--- config.mk ---
export PLATFORM = sky130hd
export DESIGN_NAME = mistral_lut_mask_loader
export DESIGN_NICKNAME = d
export VERILOG_FILES = /design/src/rtl/mistral_lut_pkg.sv /design/src/rtl/mistral_lut_eval.sv /design/src/rtl/mistral_lut_mask_loader.sv
export SDC_FILE = /design/constraint.sdc
export NUM_CORES = 2
export LEC_CHECK = 0
export CORE_UTILIZATION = 45
export CTS_BUF_LIST = sky130_fd_sc_hd__clkbuf_4 sky130_fd_sc_hd__clkbuf_8 sky130_fd_sc_hd__clkbuf_16
export DETAILED_ROUTE_END_ITERATION = 10
export GPL_TIMING_DRIVEN = 1
export HOLD_SLACK_MARGIN = 0.06
export PLACE_DENSITY = 0.6
export SYNTH_ARGS = -nofsm -noshare
export SYNTH_HDL_FRONTEND = slang
export SYNTH_SLANG_ARGS = --single-unit
export TNS_END_PERCENT = 10
--- constraint.sdc ---
create_clock -name clk -period 5.8 [get_ports clk]
set_clock_uncertainty 0.05 [all_clocks]
set_input_delay 1.16 -clock clk [delete_from_list [all_inputs] [get_ports clk]]
set_output_delay 1.16 -clock clk [all_outputs]
set_load 0.005 [all_outputs]
--- src/rtl/mistral_lut_pkg.sv ---
// Shared definitions for the LUT mask loader and its evaluator.
//   - legal LUT_K range and a clamp helper
//   - mask geometry helpers (bits per mask, bytes per mask, slot index width)
//   - loader FSM state encodings
package mistral_lut_pkg;

  localparam int LUT_K_MIN = 3;
  localparam int LUT_K_MAX = 6;

  // Loader FSM states (plain constants so older tools and dumps stay readable)
  localparam logic [1:0] S_HDR   = 2'd0;  // expecting a header (slot index) byte
  localparam logic [1:0] S_DATA  = 2'd1;  // collecting mask bytes, LSB byte first
  localparam logic [1:0] S_DRAIN = 2'd2;  // discarding bytes of a bad frame up to IN_LAST

  // Out-of-range K is pulled into the supported range so geometry stays sane.
  function automatic int clamp_lut_k(input int k);
    if (k < LUT_K_MIN) return LUT_K_MIN;
    if (k > LUT_K_MAX) return LUT_K_MAX;
    return k;
  endfunction

  function automatic int mask_width(input int k);
    return 1 << k;
  endfunction

  function automatic int mask_bytes(input int k);
    return (1 << k) / 8;
  endfunction

  // Slot index width, never below one bit so a single-slot build still has a port.
  function automatic int idx_width(input int n);
    return (n > 1) ? $clog2(n) : 1;
  endfunction

endpackage

--- src/rtl/mistral_lut_eval.sv ---
// Binary mux-tree LUT evaluator.
//   mask : truth table, bit i is the output for input combination i
//   sel  : LUT inputs, sel[0] = A (LSB select), sel[LUT_K-1] = MSB select
//   q    : mask[sel], purely combinational
// Level 0 collapses adjacent mask bit pairs with sel[0]; each further level
// halves the width again, so the root mux is steered by the MSB input.
module mistral_lut_eval #(
  parameter  int LUT_K = 6,
  localparam int MW    = 1 << LUT_K
) (
  input  logic [MW-1:0]    mask,
  input  logic [LUT_K-1:0] sel,
  output logic             q
);

  genvar gi, gj;
  generate
    for (gi = 0; gi < LUT_K; gi++) begin : g_lvl
      localparam int W = MW >> (gi + 1);
      logic [W-1:0] v;
      for (gj = 0; gj < W; gj++) begin : g_node
        if (gi == 0) begin : g_leaf
          assign v[gj] = sel[gi] ? mask[2*gj+1] : mask[2*gj];
        end else begin : g_inner
          assign v[gj] = sel[gi] ? g_lvl[gi-1].v[2*gj+1] : g_lvl[gi-1].v[2*gj];
        end
      end
    end
  endgenerate

  assign q = g_lvl[LUT_K-1].v[0];

endmodule

--- src/rtl/mistral_lut_mask_loader.sv ---
// LUT mask loader: byte-stream writer for a bank of NUM_LUTS K-input masks.
// A frame is one header byte (slot index) followed by MASK_BYTES data bytes,
// LSB byte first, with in_last on the final data byte only. Complete frames
// land in a shadow bank; commit publishes every pending shadow slot to the
// active bank, which the evaluator reads with zero latency.
// Ports:
//   clk, aclr          clock, asynchronous active-low reset
//   in_valid/in_ready  byte handshake (in_ready registered, high after reset)
//   in_data, in_last   byte payload and end-of-frame marker
//   commit             level: copy pending shadow slots to active each edge
//   eval_idx, eval_in  slot and LUT inputs to evaluate
//   eval_q             active[eval_idx][eval_in], 0 for an out-of-range slot
//   pending            shadow slot written but not yet committed
//   done               one-cycle pulse after a frame is written to shadow
//   err                sticky frame error, cleared only by reset
module mistral_lut_mask_loader
  import mistral_lut_pkg::*;
#(
  parameter  int NUM_LUTS = 8,
  parameter  int LUT_K    = 6,
  localparam int IW       = idx_width(NUM_LUTS)
) (
  input  logic                clk,
  input  logic                aclr,
  input  logic                in_valid,
  output logic                in_ready,
  input  logic [7:0]          in_data,
  input  logic                in_last,
  input  logic                commit,
  input  logic [IW-1:0]       eval_idx,
  input  logic [LUT_K-1:0]    eval_in,
  output logic                eval_q,
  output logic [NUM_LUTS-1:0] pending,
  output logic                done,
  output logic                err
);

  localparam int KC = clamp_lut_k(LUT_K);
  localparam int MW = mask_width(KC);
  localparam int MB = mask_bytes(KC);
  localparam int CW = (MB > 1) ? $clog2(MB) : 1;

  localparam logic [CW-1:0] CNT_LAST = CW'(MB - 1);
  localparam logic [8:0]    NL_HDR   = 9'(NUM_LUTS);
  localparam logic [IW:0]   NL_IDX   = (IW + 1)'(NUM_LUTS);

  logic [1:0]          state_reg, state_next;
  logic [CW-1:0]       cnt_reg, cnt_next;
  logic [IW-1:0]       idx_reg, idx_next;
  logic [MW-1:0]       asm_reg, asm_next;
  logic                ready_reg;
  logic                done_reg;
  logic                err_reg;
  logic                err_set;
  logic [NUM_LUTS-1:0] pending_reg;
  logic [MW-1:0]       shadow_reg [NUM_LUTS];
  logic [MW-1:0]       active_reg [NUM_LUTS];

  logic                accept;
  logic                hdr_ok;
  logic                cnt_last;
  logic                frame_ok;
  logic [MW-1:0]       mask_full;
  logic [NUM_LUTS-1:0] slot_wr;
  logic [MW-1:0]       eval_mask;

  assign accept   = in_valid && ready_reg;
  assign hdr_ok   = {1'b0, in_data} < NL_HDR;
  assign cnt_last = (cnt_reg == CNT_LAST);
  assign frame_ok = accept && (state_reg == S_DATA) && cnt_last && in_last;

  // Assembled mask including the byte on the bus this cycle, so the final
  // byte can go straight to shadow (or active) on the completing edge.
  always_comb begin
    mask_full = asm_reg;
    mask_full[8*cnt_reg +: 8] = in_data;
  end

  always_comb begin
    state_next = state_reg;
    cnt_next   = cnt_reg;
    idx_next   = idx_reg;
    asm_next   = asm_reg;
    err_set    = 1'b0;
    if (accept) begin
      case (state_reg)
        S_HDR: begin
          if (hdr_ok && !in_last) begin
            state_next = S_DATA;
            idx_next   = in_data[IW-1:0];
            cnt_next   = '0;
          end else begin
            err_set = 1'b1;
            if (!in_last) state_next = S_DRAIN;
          end
        end
        S_DATA: begin
          asm_next = mask_full;
          if (cnt_last) begin
            // Counter holds at the last byte; only the exit path differs.
            if (in_last) begin
              state_next = S_HDR;
            end else begin
              err_set    = 1'b1;
              state_next = S_DRAIN;
            end
          end else begin
            cnt_next = cnt_reg + 1'b1;
            if (in_last) begin
              err_set    = 1'b1;
              state_next = S_HDR;
            end
          end
        end
        S_DRAIN: begin
          if (in_last) state_next = S_HDR;
        end
        default: state_next = S_HDR;
      endcase
    end
  end

  always_ff @(posedge clk or negedge aclr) begin
    if (!aclr) begin
      state_reg <= S_HDR;
      cnt_reg   <= '0;
      idx_reg   <= '0;
      asm_reg   <= '0;
      ready_reg <= 1'b0;
      done_reg  <= 1'b0;
      err_reg   <= 1'b0;
    end else begin
      state_reg <= state_next;
      cnt_reg   <= cnt_next;
      idx_reg   <= idx_next;
      asm_reg   <= asm_next;
      ready_reg <= 1'b1;
      done_reg  <= frame_ok;
      err_reg   <= err_reg | err_set;
    end
  end

  genvar gi;
  generate
    for (gi = 0; gi < NUM_LUTS; gi++) begin : g_slot
      assign slot_wr[gi] = frame_ok && (idx_reg == IW'(gi));
    end
  endgenerate

  // A frame completing on a commit edge bypasses shadow->active and goes
  // straight to active, so it never shows up as pending.
  always_ff @(posedge clk or negedge aclr) begin
    if (!aclr) begin
      for (int i = 0; i < NUM_LUTS; i++) begin
        shadow_reg[i] <= '0;
        active_reg[i] <= '0;
      end
      pending_reg <= '0;
    end else begin
      for (int i = 0; i < NUM_LUTS; i++) begin
        if (slot_wr[i]) shadow_reg[i] <= mask_full;
        if (commit) begin
          if (slot_wr[i])          active_reg[i] <= mask_full;
          else if (pending_reg[i]) active_reg[i] <= shadow_reg[i];
        end
      end
      pending_reg <= commit ? '0 : (pending_reg | slot_wr);
    end
  end

  always_comb begin
    eval_mask = '0;
    if ({1'b0, eval_idx} < NL_IDX) eval_mask = active_reg[eval_idx];
  end

  mistral_lut_eval #(
    .LUT_K (KC)
  ) u_eval (
    .mask (eval_mask),
    .sel  (eval_in[KC-1:0]),
    .q    (eval_q)
  );

  assign in_ready = ready_reg;
  assign pending  = pending_reg;
  assign done     = done_reg;
  assign err      = err_reg;

endmodule

==> metrics.md <==
| Metric | Value |
|---|---|
| Fin Hold WS | `0.424 ns` |
| Post-layout util | `51.7%` |
| Drt total wl | `119,000 µm` |
| Largest net degree at the start of global routing | `144` |
| Number of port buffers | `33` |
| Yosys top cell by area | `dfrtp_1` |
| Post-synth ARST share | `between 90% and 100%` |
| Detail Placement HPWL | `68,500 µm` |
| Post-CTS Setup Inserts | `0` |
| Critical path type | `input port to output port` |
| Gr ovfl total | `0` |
| Minimum clock period | `5.63 ns` |
| Register bit total from synthesis | `between 1,000 and 1,500` |
| Placed inst area | `46,900 µm²` |
| Number of flops mapped to enable cells by yosys | `0` |
| Hold crit path type | `register to register` |
| RSZ-0062 raised after global routing | `false` |
| Clock power frac | `around 45%` |
| Fin. Hold Viols | `0` |
| Final Cycle Share | `between 90% and 100%` |
| Die footprint | `101,000 µm²` |
| Maximum vdd ir drop | `approximately 0.00026 V` |
| Area share of the largest cell type after synthesis | `61.4%` |
| CTS root buf | `clkbuf_16` |
| Fillers | `8,509` |
| Clk_lat worst skew | `0.70 ns` |
| Startpoint types | `input port` |
| Reg power frac | `a little under half` |
| Final Power | `about 18 mW` |
| Final setup vio count | `0` |
| Register area | `27,700 µm²` |
| ANT nets after route | `0` |
| Yosys warns | `0` |
| Layout cell share with drive strength beyond 1 | `24.6%` |
| Post-Syn Area per Cell | `roughly 13 µm²` |
| Seq/Total Area, Yosys | `61.4%` |
| H-tree Lvls | `3` |
| TritonCTS Buffers | `115` |
| Die Wd | `319 µm` |
| Internal Power | `around 13 mW` |
| Final net count | `roughly 3,600` |
| NetSw | `4.52 mW` |
| Mapped Area | `45,100 µm²` |
| Area of the multi-input gates | `around 16,000 µm²` |
| Gpl congestion | `0.793` |
| Setup TNS | `0 ns` |
| Die height | `319 µm` |
| Critical Path Sink Type | `output port` |
| Mapped Cells | `3,598` |
| Slowest stage delay, CP | `0.64 ns` |
| Effective utilization at floorplan | `between 40% and 50%` |
| Relative slew margins | `21.0%` |
| CP max-delay cell | `dlygate4sd2_1` |
| CTS Hold Bufs | `0` |
| Worst path required time | `approximately 4.6 ns` |
| Slew Viols, Final | `0` |
| Place WS | `-0.103 ns` |
| Delay-heaviest family, CP | `buffers and inverters` |
| Sw Share | `25.7%` |
| Most instantiated cells after synthesis | `dfrtp_1 (1,107), mux2_2 (512), nand2_1 (348)` |
| Design Area, Final | `51,100 µm²` |
| Most frequent cell after synthesis | `dfrtp_1` |
| Vias per cell | `5.64` |
| Residual DRC count | `0` |
| FMAX | `178 MHz` |
| DR iter-0 viols | `2,322` |
| Pwr Density | `345 nW/µm²` |
| Max-Cap Viols | `0` |
| Pre-antenna DRT Iters | `6` |
| Post-synth net total | `~3,600` |
| CTS tree | `yes` |
| Vias | `28,100` |
| Crit-path max FO | `11` |
| Synth top area cells | `dfrtp_1 (61%), mux2_2 (13%), a21oi_1 (3.5%)` |
| Clock-pin slew of the registers on the worst-case setup and hold paths | `0.07 ns` |
| Antenna cells | `0` |
| Std-Cell Rows | `115` |
| Count of cell types in the netlist | `60` |
| Slew at the pin closest to its max-slew limit | `1.18 ns` |
| Final WS setup | `0.173 ns` |
| Area growth from synthesis to layout | `13.2%` |
| First-pass GRT wire length | `183,000 µm` |
| Buf+Inv Stages, Crit Path | `3` |
| Global-route usage over all layers | `around a quarter` |
| Io pins | `34` |
| Run status | `completed` |
| CTS sink cnt | `between 1,000 and 1,500` |
| Vias in the first global route | `28,000` |
| Routed WL per cell | `~24 µm` |
| Number of placed instances with taps included | `4,764` |
| Crit path DAT | `4.42 ns` |
| Core Region | `98,900 µm²` |
| Static leakage | `about 25 nW` |
| Most used flip-flop cell after synthesis | `dfrtp_1` |
| Combinational share of power | `9.5%` |
| Chain of cells forming the critical path | `dlygate4sd2_1, nand2b_2, o221ai_1, o22ai_1, o311ai_1, buf_4, o211ai_1, a221o_1, nand4_1, clkdlybuf4s50_1` |
| Fin cells | `4,978` |
| Initial antenna violation count | `4` |
| Clock Path Buffers | `3` |
==> cell families after synthesis <==
family | share of synthesized area, %
AO/OA/AOI/OAI | 9.24
other | 0.00832
buffers and inverters | 2.80
flip-flops | 61.4
adder cells (fa/ha/maj) | 0.139
multiplexers | 19.9
AND/OR/NAND/NOR | 6.43
XOR/XNOR | 0.0194
==> placed cells by master, fill, tap and decap left out, drive strengths merged, types with 2 or more instances in the layout <==
cell type / n
dfrtp: 1107
mux2: 517
nand2: 348
o21ai: 338
nor2: 331
a21oi: 318
clkbuf: 170
mux2i: 153
buf: 88
mux4: 72
o221ai: 58
clkdlybuf4s50: 28
clkinv: 28
o22ai: 27
bufinv: 12
inv: 12
nand3: 11
and2: 10
nor4: 6
nand2b: 6
ha: 5
o211ai: 4
o2111ai: 4
nor3: 4
nor2b: 3
nand4: 3
or3: 2
nand3b: 2
a22o: 2
clkinvlp: 2
==> repair_timing <==
action | in CTS | in global routing
hold endpoints to repair | 0 | 0
setup endpoints to repair | 1 | 0
resized for setup | 2 | 0
==> layout make-up <==
cell class | instances | share of cell area, %
flip-flops and latches | 1107 | 54.2
multi-input cells | 2243 | 31.9
inverters | 11 | 0.0809
repair buffers | 117 | 2.52
well taps | 1287 | 3.15
clock inverters | 43 | 1.11
clock buffers | 170 | 6.99
==> worst reg2reg max path: cells and delay by family (launching register included) <==
kind	cells	cell delay (ns)
AO/OA/AOI/OAI	2	1.37
AND/OR/NAND/NOR	2	1.13
flip-flops	1	0.84
adder cells (fa/ha/maj)	2	0.60
multiplexers	1	0.32
buffers and inverters	1	0.24
==> per-layer routing <==
metal / vias to the layer above / track usage (%) / wire, µm / part of all wire, %
met5: - / 0 / 25 / 0.021
met4: 4 / 7.53 / 3390 / 2.8
met3: 206 / 4.67 / 6890 / 5.8
met2: 654 / 35.8 / 53200 / 45
met1: 14500 / 35.2 / 55600 / 47
li1: 12700 / - / - / -
==> worst paths after layout <==
| check | slack, ns | start | depth (start not counted) | endpoint |
|---|---|---|---|---|
| worst max-delay path | 0.17 | eval_idx[2] | 10 | eval_q |
| worst min-delay path | 0.42 | err | 1 | err |
| worst max register to register | 1.13 | cnt_reg[0] | 8 | active_reg[12] |
| worst min register to register | 0.42 | err | 1 | err |
| max in group asynchronous | 3.96 | aclr | 2 | active_reg[510] |
| min in group asynchronous | 0.46 | aclr | 1 | shadow_reg[463] |
==> power groups by stage <==
stage / clock, mW / combinational, mW / sequential (mW)
after global routing: 8.38 / 1.82 / 8.06
final: 7.89 / 1.67 / 8.04
after detailed placement: 0 / 1.66 / 8.18
after floorplan: 0 / 0.900 / 8.13
after CTS: 8.03 / 1.67 / 8.04
after global placement: 0 / 1.65 / 8.17
No activity file was read; power rests on OpenSTA's default activity.
